File: config.mk
export PLATFORM = sky130hd
export DESIGN_NAME = button_conditioner
export DESIGN_NICKNAME = d
export VERILOG_FILES = /design/src/rtl/btn_pkg.sv /design/src/rtl/button_channel.sv /design/src/rtl/button_conditioner.sv
export SDC_FILE = /design/constraint.sdc
export NUM_CORES = 1
export LEC_CHECK = 0
export ABC_AREA = 0
export BUFFER_PORTS_ARGS = -buffer_cell sky130_fd_sc_hd__buf_2
export CORE_UTILIZATION = 51
export DETAILED_ROUTE_END_ITERATION = 8
export PLACE_DENSITY = 0.7
export SLEW_MARGIN = 25
export SYNTH_ARGS = -nofsm -noshare
export SYNTH_HDL_FRONTEND = slang
export SYNTH_SLANG_ARGS = --single-unit
export TNS_END_PERCENT = 50
File: constraint.sdc
create_clock -name clk -period 10.6 [get_ports clk]
set_input_delay 2.12 -clock clk [delete_from_list [all_inputs] [get_ports clk]]
set_output_delay 2.12 -clock clk [all_outputs]
set_load 0.02 [all_outputs]
File: src/rtl/btn_pkg.sv
// Shared types and defaults for the push-button conditioning block.
// Channel FSM encoding, button indices and 100 MHz timing defaults.
package btn_pkg;

  typedef enum logic [1:0] {
    IDLE       = 2'd0,
    DB_PRESS   = 2'd1,
    HELD       = 2'd2,
    DB_RELEASE = 2'd3
  } btn_state_e;

  localparam int BTN_C = 0;
  localparam int BTN_U = 1;
  localparam int BTN_D = 2;
  localparam int BTN_L = 3;
  localparam int BTN_R = 4;

  localparam int DEF_N_BTN               = 5;
  localparam int DEF_DEBOUNCE_CYCLES     = 1_000_000;   // 10 ms
  localparam int DEF_REPEAT_DELAY_CYCLES = 40_000_000;  // 400 ms
  localparam int DEF_REPEAT_RATE_CYCLES  = 10_000_000;  // 100 ms
  localparam int DEF_CNT_W               = 26;

  typedef struct packed {
    logic level;
    logic press;
    logic rel;
    logic act;
  } btn_evt_t;

endpackage

File: src/rtl/button_channel.sv
// One button: 2-FF synchroniser, debounce FSM and hold-to-repeat counter.
// All event outputs are registered.
module button_channel
  import btn_pkg::*;
#(
  parameter int DEBOUNCE_CYCLES     = DEF_DEBOUNCE_CYCLES,
  parameter int REPEAT_DELAY_CYCLES = DEF_REPEAT_DELAY_CYCLES,
  parameter int REPEAT_RATE_CYCLES  = DEF_REPEAT_RATE_CYCLES,
  parameter int CNT_W               = DEF_CNT_W
) (
  input  logic     clk,
  input  logic     rst,
  input  logic     raw,
  input  logic     repeat_en,
  output btn_evt_t evt
);

  localparam logic [CNT_W-1:0] DB_LAST   = CNT_W'(DEBOUNCE_CYCLES - 1);
  localparam logic [CNT_W-1:0] DLY_LAST  = CNT_W'(REPEAT_DELAY_CYCLES - 1);
  localparam logic [CNT_W-1:0] RATE_LAST = CNT_W'(REPEAT_RATE_CYCLES - 1);

  logic             sync1, sync;
  btn_state_e       state, state_nx;
  logic [CNT_W-1:0] db_cnt, db_nx;
  logic [CNT_W-1:0] rep_cnt, rep_nx, rep_last;
  logic             first_rep, first_nx;
  btn_evt_t         evt_nx;

  assign rep_last = first_rep ? DLY_LAST : RATE_LAST;

  always_ff @(posedge clk or posedge rst) begin
    if (rst) begin
      sync1     <= 1'b0;
      sync      <= 1'b0;
      state     <= IDLE;
      db_cnt    <= '0;
      rep_cnt   <= '0;
      first_rep <= 1'b0;
      evt       <= '0;
    end else begin
      sync1     <= raw;
      sync      <= sync1;
      state     <= state_nx;
      db_cnt    <= db_nx;
      rep_cnt   <= rep_nx;
      first_rep <= first_nx;
      evt       <= evt_nx;
    end
  end

  always_comb begin
    state_nx = state;
    db_nx    = db_cnt;
    rep_nx   = rep_cnt;
    first_nx = first_rep;
    evt_nx   = '0;
    case (state)
      IDLE: begin
        if (sync) begin
          state_nx = DB_PRESS;
          db_nx    = '0;
        end
      end
      DB_PRESS: begin
        if (!sync) begin
          state_nx = IDLE;
          db_nx    = '0;
        end else if (db_cnt == DB_LAST) begin
          state_nx     = HELD;
          db_nx        = '0;
          rep_nx       = '0;
          first_nx     = 1'b1;
          evt_nx.press = 1'b1;
          evt_nx.act   = 1'b1;
        end else begin
          db_nx = db_cnt + 1'b1;
        end
      end
      HELD: begin
        // Disabling repeat parks the interval at 0 so re-enable restarts it.
        if (!sync) begin
          state_nx = DB_RELEASE;
          db_nx    = '0;
        end else if (!repeat_en) begin
          rep_nx = '0;
        end else if (rep_cnt == rep_last) begin
          evt_nx.act = 1'b1;
          rep_nx     = '0;
          first_nx   = 1'b0;
        end else begin
          rep_nx = rep_cnt + 1'b1;
        end
      end
      DB_RELEASE: begin
        // A bounce back to HELD keeps rep_cnt so the repeat cadence survives.
        if (sync) begin
          state_nx = HELD;
          db_nx    = '0;
        end else if (db_cnt == DB_LAST) begin
          state_nx   = IDLE;
          db_nx      = '0;
          evt_nx.rel = 1'b1;
        end else begin
          db_nx = db_cnt + 1'b1;
        end
      end
      default: state_nx = IDLE;
    endcase
    evt_nx.level = (state_nx == HELD) || (state_nx == DB_RELEASE);
  end

endmodule

File: src/rtl/button_conditioner.sv
// Conditions the board push-buttons: one independent button_channel per bit.
// btn_act feeds the movement logic in place of the raw buttons.
module button_conditioner
  import btn_pkg::*;
#(
  parameter int N_BTN               = DEF_N_BTN,
  parameter int DEBOUNCE_CYCLES     = DEF_DEBOUNCE_CYCLES,
  parameter int REPEAT_DELAY_CYCLES = DEF_REPEAT_DELAY_CYCLES,
  parameter int REPEAT_RATE_CYCLES  = DEF_REPEAT_RATE_CYCLES,
  parameter int CNT_W               = DEF_CNT_W
) (
  input  logic             clk,
  input  logic             rst,
  input  logic [N_BTN-1:0] btn_raw,
  input  logic [N_BTN-1:0] repeat_en,
  output logic [N_BTN-1:0] btn_level,
  output logic [N_BTN-1:0] btn_press,
  output logic [N_BTN-1:0] btn_release,
  output logic [N_BTN-1:0] btn_act
);

  for (genvar i = 0; i < N_BTN; i++) begin : g_ch
    btn_evt_t evt;

    button_channel #(
      .DEBOUNCE_CYCLES    (DEBOUNCE_CYCLES),
      .REPEAT_DELAY_CYCLES(REPEAT_DELAY_CYCLES),
      .REPEAT_RATE_CYCLES (REPEAT_RATE_CYCLES),
      .CNT_W              (CNT_W)
    ) u_ch (
      .clk      (clk),
      .rst      (rst),
      .raw      (btn_raw[i]),
      .repeat_en(repeat_en[i]),
      .evt      (evt)
    );

    assign btn_level[i]   = evt.level;
    assign btn_press[i]   = evt.press;
    assign btn_release[i] = evt.rel;
    assign btn_act[i]     = evt.act;
  end

endmodule
==> reports/qor.yml <==
synth:
  syn_nets: 1900
  synth.area.top_cells: "dfrtp_1 45%, nand2_1 4.6%, nor2_1 4.5%, o21ai_0 3.6%, nand3_1 3.5%"
  ys.flop_type: "dfrtp_1"
  synth_area_per_cell_um2: 9.08
  ys_ff_latch: 305
  synth_top_cell_area_share: 0.454
  ys_types: 68
  synth_edf_count: 0
  synth_largest_area_cell: "dfrtp_1"
  yosysWarnings: 0
  yosysSeqAreaShare: 0.454
  synthArstFlopShare: 1.00
  syn_area_um2: 16800
  netlist_instances: 1853
setup_path:
  cpMostUsedCell: "nand2_1"
  rr_worst_depth: 6
  cp_num_cells: 5
  r2r-start: "g_ch[4].u_ch.db_cnt[12]$_DFFE_PP0P_"
  critPathTopFamily: "simple AND/OR/NAND/NOR gates"
  worstPathRequired_ns: 11.00
  reg2reg_slack_ns: 7.31
  cp-end-kind: "flip-flop"
  reg2reg_to: "g_ch[4].u_ch.rep_cnt[21]$_DFFE_PP0P_"
  crit_chain: "buf_2 -> nand2_1 -> nor2_1 -> nand2_1 -> o311ai_0"
  cp.arrival_ns: 4.20
  criticalPathCategory: "input port to flip-flop"
  cp_max_fo: 16
  crit_path_start: "repeat_en[0]"
  cp_num_buf_inv: 1
  startpoint_type: "input port"
  critical-path-max-stage-delay_ns: 0.75
  endpoint: "g_ch[0].u_ch.rep_cnt[16]$_DFFE_PP0P_"
  cp_slowest_cell: "nor2_1"
sta:
  finalCritPeriodShare: 0.358
  slew_violations: 0
  max_freq_mhz: 263
  tns_ns: 0
  slew_headroom: 0.359
  worst_pin_slew_ns: 0.962
  setup_viol: 0
  clock_skew_ns: 0.0176
  fin_crit_ns: 3.80
  rsz0062_at_grt: "no"
  hold_viol_final: 0
floorplan:
  io_pins: 32
  start_util: 0.518
  die_x_um: 184
  coreArea_um2: 32500
  die_h_um: 184
  rows: 66
  die-area_um2: 33700
finish:
  area_growth_pct: 10.8
  stdcell_area_um2: 18600
  fin_nets: 1916
  layout_commonest_cell: "dfrtp_1"
  fillers: 2832
  final_cell_mix: "305 x dfrtp_1, 205 x nand2_1, 198 x nor2_1, 121 x o21ai_0, 116 x nand3_1"
  drive_above_1_share: 0.0702
global_routing:
  antenna_found_initial: 1
  grt_pass1_vias: 13400
  grt_usage: 0.221
  grt-ovfl-total: 0
  grt_pass1_wl_mm: 63.2
  grt_max_degree: 174
power:
  p_per_area_nw_per_um2: 169
  switching_share: 0.308
  ir_drop_v: 0.000194
  p_clk_frac: 0.410
  switchingPower_uw: 968
  leakage_uw: 0.00753
  seq_power_share: 0.394
  p_int_uw: 2170
  p_comb_frac: 0.196
clock_tree:
  clkTransAtPathRegs_ns: 0.06
  clockBufferDepth: 3
  post_cts_buffers: 0
  cts_hold_buffers: 0
  cts_tree: "yes"
  ctsRootBufferMaster: "clkbuf_16"
  clk_latency_ns: 0.52
  cts_sinks: 305
  cts_resized: 0
  cts_inserted_buffers: 36
  htreeDepth: 2
run:
  drv_cap: 0
detailed_routing:
  dr_wl_met3_mm: 1.31
  drt_iter0_markers: 946
  routedWlPerCell_um: 15.7
  top_layer: "met4"
  detail_route.vias_per_cell: 6.00
  post-route-drc-count: 0
  wl_mm: 36.6
  drtAntennaViolNets: 0
  vias: 14000
  drt-pass1-iter-count: 5
  wl_met1_mm: 17.7
  wl_met2_mm: 16.9
place:
  dp_hpwl_mm: 23.9
  port_buffers: 31
  place_area_um2: 17400
  globalplace.congestion: 0.842
hold_path:
  worstHoldPathType: "flip-flop to flip-flop"
run_status:
  status: "finished clean"
==> layer usage <==
metal | global-route usage | vias to the layer above
met5 | 0 | -
li1 | - | 6832
met1 | 0.308 | 6899
met4 | 0.0647 | 0
met2 | 0.360 | 248
met3 | 0.0307 | 48
==> worst reg2reg max path: stages, from the launching register on <==
cell     delay [ns]
dfrtp_1        0.40
or4b_2         0.72
nor4_4         0.40
a31oi_2        0.32
nor2b_1        0.81
and2_1         0.41
nor2_1         0.10
==> flip-flops by register name, summed over array words and instances (netlist names) <==
register,cells
g_ch.u_ch.db_cnt,130
g_ch.u_ch.evt,20
g_ch.u_ch.first_rep,5
g_ch.u_ch.rep_cnt,130
g_ch.u_ch.state,10
g_ch.u_ch.sync,5
g_ch.u_ch.sync1,5
==> Yosys cell counts, drive strengths merged (4+ instances only) <==
master / count
a211oi: 4
a21boi: 5
a21o: 10
a21oi: 52
a22o: 29
a22oi: 5
a2bb2oi: 30
a31o: 4
a31oi: 19
and2: 20
and3: 40
and4: 27
buf: 14
clkbuf: 46
dfrtp: 305
ha: 35
inv: 51
mux2: 5
mux2i: 16
nand2: 205
nand2b: 16
nand3: 116
nand4: 67
nand4b: 7
nor2: 200
nor2b: 20
nor3: 53
nor4: 38
nor4b: 15
nor4bb: 6
o211ai: 4
o21a: 5
o21ai: 123
o22ai: 9
o2bb2ai: 4
o311ai: 6
o31ai: 48
o41ai: 10
or2: 12
or3: 18
or4: 21
or4b: 8
xnor2: 43
xor2: 61
==> through the flow <==
step	hold WS, ns	worst slack (ns)	power, uW	utilization	cells
after detailed placement	0.335	6.28	1860	0.535	2272
after CTS	0.347	6.84	3170	0.573	2335
after global routing	0.351	6.57	3300	0.574	2336
after floorplan	0.331	0.0490	1710	-	1853
final	0.346	6.80	3140	0.574	2337
after global placement	0.334	6.40	1850	0.534	2272
==> logic make-up after synthesis <==
kind of cell,count (synthesis),synth area share
and+or+nand+nor,897,0.275
muxes,21,0.0129
xor gates and xnor gates,104,0.0542
adders and majority gates,35,0.0260
DFF,305,0.454
AOI/OAI and AO/OA,380,0.152
buffers and inverters,111,0.0261
==> final cells by class <==
cell class              instances  area [um^2]  area share
inverters                      51          199      0.0107
diodes                          1         2.50    0.000134
repair buffers                 38          240      0.0129
flip-flops and latches        305         7630       0.410
multi-input cells            1437         8760       0.470
clock inverters                14          181     0.00974
well taps                     442          553      0.0297
clock buffers                  49         1060      0.0569
==> worst min path at each step <==
| stage | start | to | slack [ns] | depth (start not counted) |
|---|---|---|---|---|
| floorplan | g_ch[0].u_ch.sync1$_DFF_PP0_ | g_ch[0].u_ch.sync$_DFF_PP0_ | 0.33 | 0 |
| global placement | g_ch[0].u_ch.sync1$_DFF_PP0_ | g_ch[0].u_ch.sync$_DFF_PP0_ | 0.33 | 0 |
| detailed placement | g_ch[1].u_ch.sync1$_DFF_PP0_ | g_ch[1].u_ch.sync$_DFF_PP0_ | 0.33 | 0 |
| CTS | g_ch[1].u_ch.sync1$_DFF_PP0_ | g_ch[1].u_ch.sync$_DFF_PP0_ | 0.35 | 0 |
| global route | g_ch[1].u_ch.sync1$_DFF_PP0_ | g_ch[1].u_ch.sync$_DFF_PP0_ | 0.35 | 0 |
| finish | g_ch[4].u_ch.sync1$_DFF_PP0_ | g_ch[4].u_ch.sync$_DFF_PP0_ | 0.35 | 0 |
==> power groups by stage <==
stage	Sequential (uW)	Combinational [uW]	Clock [uW]
global placement	1260	596	0
global route	1240	695	1370
floorplan	1250	461	0
finish	1240	615	1290
detailed placement	1260	607	0
CTS	1240	612	1320
No activity file was read; power rests on OpenSTA's default activity.
